File: src/rtl/mac_accumulator.sv
// mac_accumulator
//
// Accumulation stage that sits after the unsigned DataWidth x DataWidth
// multiplier. It sums a run of cfg_len products into one partial sum per
// convolution window. Each finished sum is held in a single-entry output
// register that has a valid/ready handshake. Accumulation saturates at
// 2^AccWidth-1, and a sticky flag reports that saturation happened.
//
// Parameters
//   DataWidth : multiplier operand width; in_prod is 2*DataWidth bits
//   AccWidth  : accumulator/output width, 2*DataWidth+1 .. 48
//   LenWidth  : width of the window-length configuration
//
// Ports
//   clk       in   clock, rising edge
//   rst_n     in   asynchronous active-low reset
//   cfg_len   in   products per window (0 behaves as 1), sampled on first beat
//   in_valid  in   product beat valid
//   in_ready  out  stage can accept a beat (!out_valid | out_ready)
//   in_prod   in   unsigned product
//   out_valid out  finished sum held in output register
//   out_ready in   downstream accepts the sum
//   out_sum   out  finished, saturated window sum
//   out_ovf   out  saturation occurred in the reported window

module mac_accumulator #(
    parameter int DataWidth = 8,
    parameter int AccWidth  = 24,
    parameter int LenWidth  = 8
) (
    input  logic                   clk,
    input  logic                   rst_n,
    input  logic [LenWidth-1:0]    cfg_len,
    input  logic                   in_valid,
    output logic                   in_ready,
    input  logic [2*DataWidth-1:0] in_prod,
    output logic                   out_valid,
    input  logic                   out_ready,
    output logic [AccWidth-1:0]    out_sum,
    output logic                   out_ovf
);

    typedef enum logic {
        IDLE = 1'b0,
        ACC  = 1'b1
    } state_t;

    state_t              state, state_next;
    logic [AccWidth-1:0] acc, acc_next;
    logic [LenWidth-1:0] cnt, cnt_next;
    logic [LenWidth-1:0] len_q, len_next;
    logic                ovf, ovf_next;

    logic                accept;
    logic                done;
    logic [LenWidth-1:0] len_first;
    logic [AccWidth-1:0] beat_sum;
    logic                beat_ovf;
    logic [AccWidth-1:0] fin_sum;
    logic                fin_ovf;

    // Add one product to the running sum with one extra carry bit. The
    // result is {carry, value}. On carry, value is forced to all-ones.
    // Once acc is all-ones, any nonzero product carries again, so the
    // saturated value stays put for the rest of the window.
    function automatic logic [AccWidth:0] sat_add(
        input logic [AccWidth-1:0]    a,
        input logic [2*DataWidth-1:0] b
    );
        logic [AccWidth:0] s;
        s = {1'b0, a} + (AccWidth+1)'(b);
        if (s[AccWidth]) begin
            return {1'b1, {AccWidth{1'b1}}};
        end
        return s;
    endfunction

    // Handshake outputs and beat acceptance
    always_comb begin
        in_ready = ~out_valid | out_ready;
        accept   = in_valid & in_ready;
    end

    assign len_first = (cfg_len == '0) ? LenWidth'(1) : cfg_len;

    // Next-state and datapath update
    always_comb begin
        state_next = state;
        acc_next   = acc;
        cnt_next   = cnt;
        len_next   = len_q;
        ovf_next   = ovf;
        done       = 1'b0;
        fin_sum    = '0;
        fin_ovf    = 1'b0;
        {beat_ovf, beat_sum} = sat_add(acc, in_prod);

        case (state)
            IDLE: begin
                if (accept) begin
                    len_next = len_first;
                    fin_sum  = AccWidth'(in_prod);
                    fin_ovf  = 1'b0;
                    if (len_first == LenWidth'(1)) begin
                        done = 1'b1;
                    end else begin
                        state_next = ACC;
                        acc_next   = AccWidth'(in_prod);
                        cnt_next   = LenWidth'(1);
                        ovf_next   = 1'b0;
                    end
                end
            end
            ACC: begin
                if (accept) begin
                    fin_sum = beat_sum;
                    fin_ovf = ovf | beat_ovf;
                    // cnt never exceeds len_q-1 here, so cnt+1 cannot wrap
                    if ((cnt + LenWidth'(1)) == len_q) begin
                        done = 1'b1;
                    end else begin
                        acc_next = beat_sum;
                        ovf_next = ovf | beat_ovf;
                        cnt_next = cnt + LenWidth'(1);
                    end
                end
            end
            default: state_next = IDLE;
        endcase

        if (done) begin
            state_next = IDLE;
            acc_next   = '0;
            cnt_next   = '0;
            ovf_next   = 1'b0;
        end
    end

    // State and window registers
    always_ff @(posedge clk or negedge rst_n) begin
        if (!rst_n) begin
            state <= IDLE;
            acc   <= '0;
            cnt   <= '0;
            len_q <= '0;
            ovf   <= 1'b0;
        end else begin
            state <= state_next;
            acc   <= acc_next;
            cnt   <= cnt_next;
            len_q <= len_next;
            ovf   <= ovf_next;
        end
    end

    // Output register: a completion reloads it. This covers a completion in
    // the same cycle as a transfer, which gives back-to-back sums with no
    // bubble. Otherwise a transfer empties it.
    always_ff @(posedge clk or negedge rst_n) begin
        if (!rst_n) begin
            out_valid <= 1'b0;
            out_sum   <= '0;
            out_ovf   <= 1'b0;
        end else if (done) begin
            out_valid <= 1'b1;
            out_sum   <= fin_sum;
            out_ovf   <= fin_ovf;
        end else if (out_ready) begin
            out_valid <= 1'b0;
        end
    end

endmodule

File: config.mk
export PLATFORM = sky130hd
export DESIGN_NAME = mac_accumulator
export DESIGN_NICKNAME = d
export VERILOG_FILES = /design/src/rtl/mac_accumulator.sv
export SDC_FILE = /design/constraint.sdc
export NUM_CORES = 1
export LEC_CHECK = 0
export CAP_MARGIN = 5
export CORE_UTILIZATION = 40
export DETAILED_ROUTE_END_ITERATION = 12
export PLACE_DENSITY = 0.72
export SLEW_MARGIN = 15
export SYNTH_ARGS = -nofsm -noshare
export SYNTH_HDL_FRONTEND = slang
export SYNTH_SLANG_ARGS = --single-unit
File: constraint.sdc
create_clock -name clk -period 3.34 [get_ports clk]
set_input_delay 0.501 -clock clk [delete_from_list [all_inputs] [get_ports clk]]
set_output_delay 0.501 -clock clk [all_outputs]
set_load 0.005 [all_outputs]
==> flow_metrics.env <==
export IMPL_peakVddDrop_v=0.000474
export IMPL_critPathKind="in -> reg"
export IMPL_wl_per_cell_um=16.6
export IMPL_drc=0
export IMPL_fin_crit_ns=2.99
export IMPL_wl_mm=10.9
export IMPL_cp_start_kind="input port"
export IMPL_grtUsageMet1_pct=26.2
export IMPL_crit_arrival_ns=3.24
export IMPL_yosysWarnings=0
export IMPL_dp_cells=644
export IMPL_grt_overflow=0
export IMPL_crit_path_end_kind="flip-flop"
export IMPL_max_slew_worst_pin_slew_ns=1.10
export IMPL_status="completed"
export IMPL_rsz0062_at_grt="no"
export IMPL_numClockSinks=68
export IMPL_hold_buffers=0
export IMPL_gp_congestion=0.901
export IMPL_root_buffer="clkbuf_8"
export IMPL_grt_busiest_layer="met2"
export IMPL_port_buffers=54
export IMPL_cts_tree="yes"
export IMPL_grt_util_met2_pct=34.8
export IMPL_yosys_most_used_dff="dfrtp_1"
export IMPL_fin_crit_sh_pct=89.5
export IMPL_fin_setup_tns_ns=0
export IMPL_grt_antenna_before_repair=0
export IMPL_crit_family="compound AO/OA/AOI/OAI gates"
export IMPL_crit_path_max_fanout=8
export IMPL_setup_ws_ns=0.351
export IMPL_hold_violations=0
export IMPL_core_rowCount=37
export IMPL_reg2reg_depth=9
export IMPL_first_global_vias=3760
export IMPL_cap_viol_max_count=0
export IMPL_path_cells="clkdlybuf4s50_1 > ha_1 > nand3_1 > a41o_1 > nor2_1 > a21boi_0 > o21ai_0 > mux2_2 > a22o_1"
export IMPL_ant_nets=0
export IMPL_syn_nets=506
export IMPL_start_util_pct=41.5
export IMPL_post_place_ws_ns=-0.0144
export IMPL_clkLatencyLatePin_ns=0.37
export IMPL_power_total_mw=4.51
export IMPL_fin_nets=565
export IMPL_fp_dieH_um=106
export IMPL_antenna_cells=0
export IMPL_fmax_ghz=0.335
export IMPL_drive_above_1_share_pct=13.9
export IMPL_powerDensity_nw_per_um2=855
export IMPL_track_usage_pct=20.9
export IMPL_path_depth=9
export IMPL_setup_viol=0
export IMPL_slowest_delay_ns=0.49
export IMPL_post_cts_buffers=0
export IMPL_place_hpwl_mm=8.01
export IMPL_syn2layout_area_growth_pct=22.1
export IMPL_core_region_area_sq_um=10400
export IMPL_synth_seq_cells=68
export IMPL_cts_resized=0
export IMPL_boundaryPins=55
export IMPL_dieArea_sq_um=11200
export IMPL_vias_per_cell=5.81
export IMPL_cp_required_ns=3.60
export IMPL_power_leakage_nw=2.33
export IMPL_critPathBufInv=1
export IMPL_syn_inst=460
export IMPL_synth_area_sq_um=4330
export IMPL_cp_slowest_cell="clkdlybuf4s50_1"
export IMPL_ys_seq_area_share_pct=39.3
export IMPL_fin_util_pct=50.7
export IMPL_skew_ns=0.0150
export IMPL_grtUsageMet3_pct=5.58
export IMPL_slew_violations=0
export IMPL_grt_pass1_wl_mm=18.2
export IMPL_hold_path_class="in -> async"
export IMPL_ys_async_sr_fraction_pct=100
export IMPL_slew_headroom_pct=26.2
export IMPL_die_x_um=106
export IMPL_finalNonFillerCells=660
export IMPL_drtPass1Iterations=5
export IMPL_grt_start_max_net_pins=39
export IMPL_cts_buffer_depth=2
export IMPL_synth_edf_count=0
export IMPL_numCtsBuffers=9
export IMPL_ys_types=68
export IMPL_drtIter0Drc=265
export IMPL_htreeDepth=3
export IMPL_clk_pin_slew_ns=0.08
export IMPL_vias=3837
export IMPL_postSynthAreaPerCell_sq_um=9.41
[final timing paths]
kind / endpoint / start / slack [ns]
min in group clk: out_sum[17]$_DFFE_PN0P_ / out_sum[17]$_DFFE_PN0P_ / 0.47
worst max-delay path: out_sum[21]$_DFFE_PN0P_ / in_prod[10] / 0.35
worst min register to register: out_sum[17]$_DFFE_PN0P_ / out_sum[17]$_DFFE_PN0P_ / 0.47
max in group asynchronous: cnt[4]$_DFFE_PN0P_ / rst_n / 2.33
worst max register to register: out_sum[20]$_DFFE_PN0P_ / acc[0]$_DFFE_PN0P_ / 0.56
worst min-delay path: acc[14]$_DFFE_PN0P_ / rst_n / 0.25
[power breakdown]
part	internal (mW)	switching, mW	leakage, nW
combinational	1.21	1.16	1.35
clock	0.437	0.323	0.113
sequential	1.13	0.254	0.869
total	2.78	1.74	2.33
[layer usage]
metal	vias up	share of wire (%)
met5	-	0
met4	0	1.9
met3	20	5.5
met2	125	47
met1	1860	46
li1	1832	-
[cell usage after synthesis (all sizes together) (2+ instances only)]
cell type | n | area share [%]
dfrtp | 68 | 39
nand2 | 43 | 3.7
nor2 | 37 | 3.2
o21ai | 27 | 3.1
a21oi | 21 | 2.4
a31oi | 21 | 3.0
mux2 | 21 | 5.5
a22o | 19 | 3.8
clkbuf | 17 | 1.5
ha | 17 | 4.9
nand3 | 17 | 2.0
a21o | 15 | 2.6
and3 | 11 | 1.7
buf | 11 | 1.7
xnor2 | 11 | 2.2
xor2 | 9 | 1.8
inv | 8 | 0.69
and2 | 7 | 1.1
nand4 | 7 | 1.0
nor3 | 7 | 0.93
a211oi | 6 | 1.2
and4 | 4 | 0.87
nand2b | 4 | 0.58
o211ai | 4 | 0.69
a21boi | 3 | 0.52
nor3b | 3 | 0.52
o2111ai | 3 | 0.75
o21a | 3 | 0.52
or3 | 3 | 0.46
a211o | 2 | 0.40
a221oi | 2 | 0.81
a32o | 2 | 0.46
nor2b | 2 | 0.29
nor4 | 2 | 0.29
o211a | 2 | 0.46
o31a | 2 | 0.40
o31ai | 2 | 0.46
[worst reg2reg max path, cell delays in order (launching register included)]
cell and delay, ns:
dfrtp_1 0.40, ha_1 0.24, fa_1 0.40, a21o_1 0.23, a221oi_4 0.25, nor3_2 0.10
or3_1 0.46, and2_4 0.18, a21o_1 0.17, a32o_1 0.25
[through the flow]
stage                     area [sq um]  hold WS, ns
after floorplan                   4330        0.205
after global placement            5060        0.458
after detailed placement          5060        0.462
after CTS                         5280        0.261
after global routing              5280        0.298
final                             5280        0.248
[cell families after synthesis]
family	share of synthesized area, %
DFF	39.3
buffers and inverters	3.96
AOI/OAI and AO/OA	23.6
adders and majority gates	5.38
and+or+nand+nor	17.4
muxes	5.70
xor gates and xnor gates	4.60
[placed cells by master, fill, tap and decap left out, types with 4 or more instances in the layout]
cell	Yosys	layout
and2_1	6	6
nand3_1	17	17
a21o_1	14	14
ha_1	17	17
nand2b_1	4	4
mux2_2	21	21
clkdlybuf4s50_1	0	53
a21oi_1	21	21
xnor2_1	11	11
a31oi_1	21	21
a211oi_1	5	5
xor2_1	9	9
and3_1	9	9
nor3_1	6	6
o211ai_1	4	4
clkbuf_8	0	10
inv_1	8	8
buf_4	2	22
o21ai_0	27	27
a22o_1	19	19
nand4_1	7	7
nand2_1	43	43
dfrtp_1	68	68
nor2_1	37	37
[sequential cells by signal, indices dropped and copies added (netlist names)]
signal	count
acc	24
cnt	8
len_q	8
out_ovf	1
out_sum	24
out_valid	1
ovf	1
state	1
[layout make-up]
cell class	instances	area (sq um)
timing repair buffer	76	701
inverter	9	33.8
tap	136	170
clock inverter	5	75.1
clock buffer	11	141
sequential	68	1700
multi-input combinational	355	2460
fill	971	5130
(Power assumes the default switching activity.)
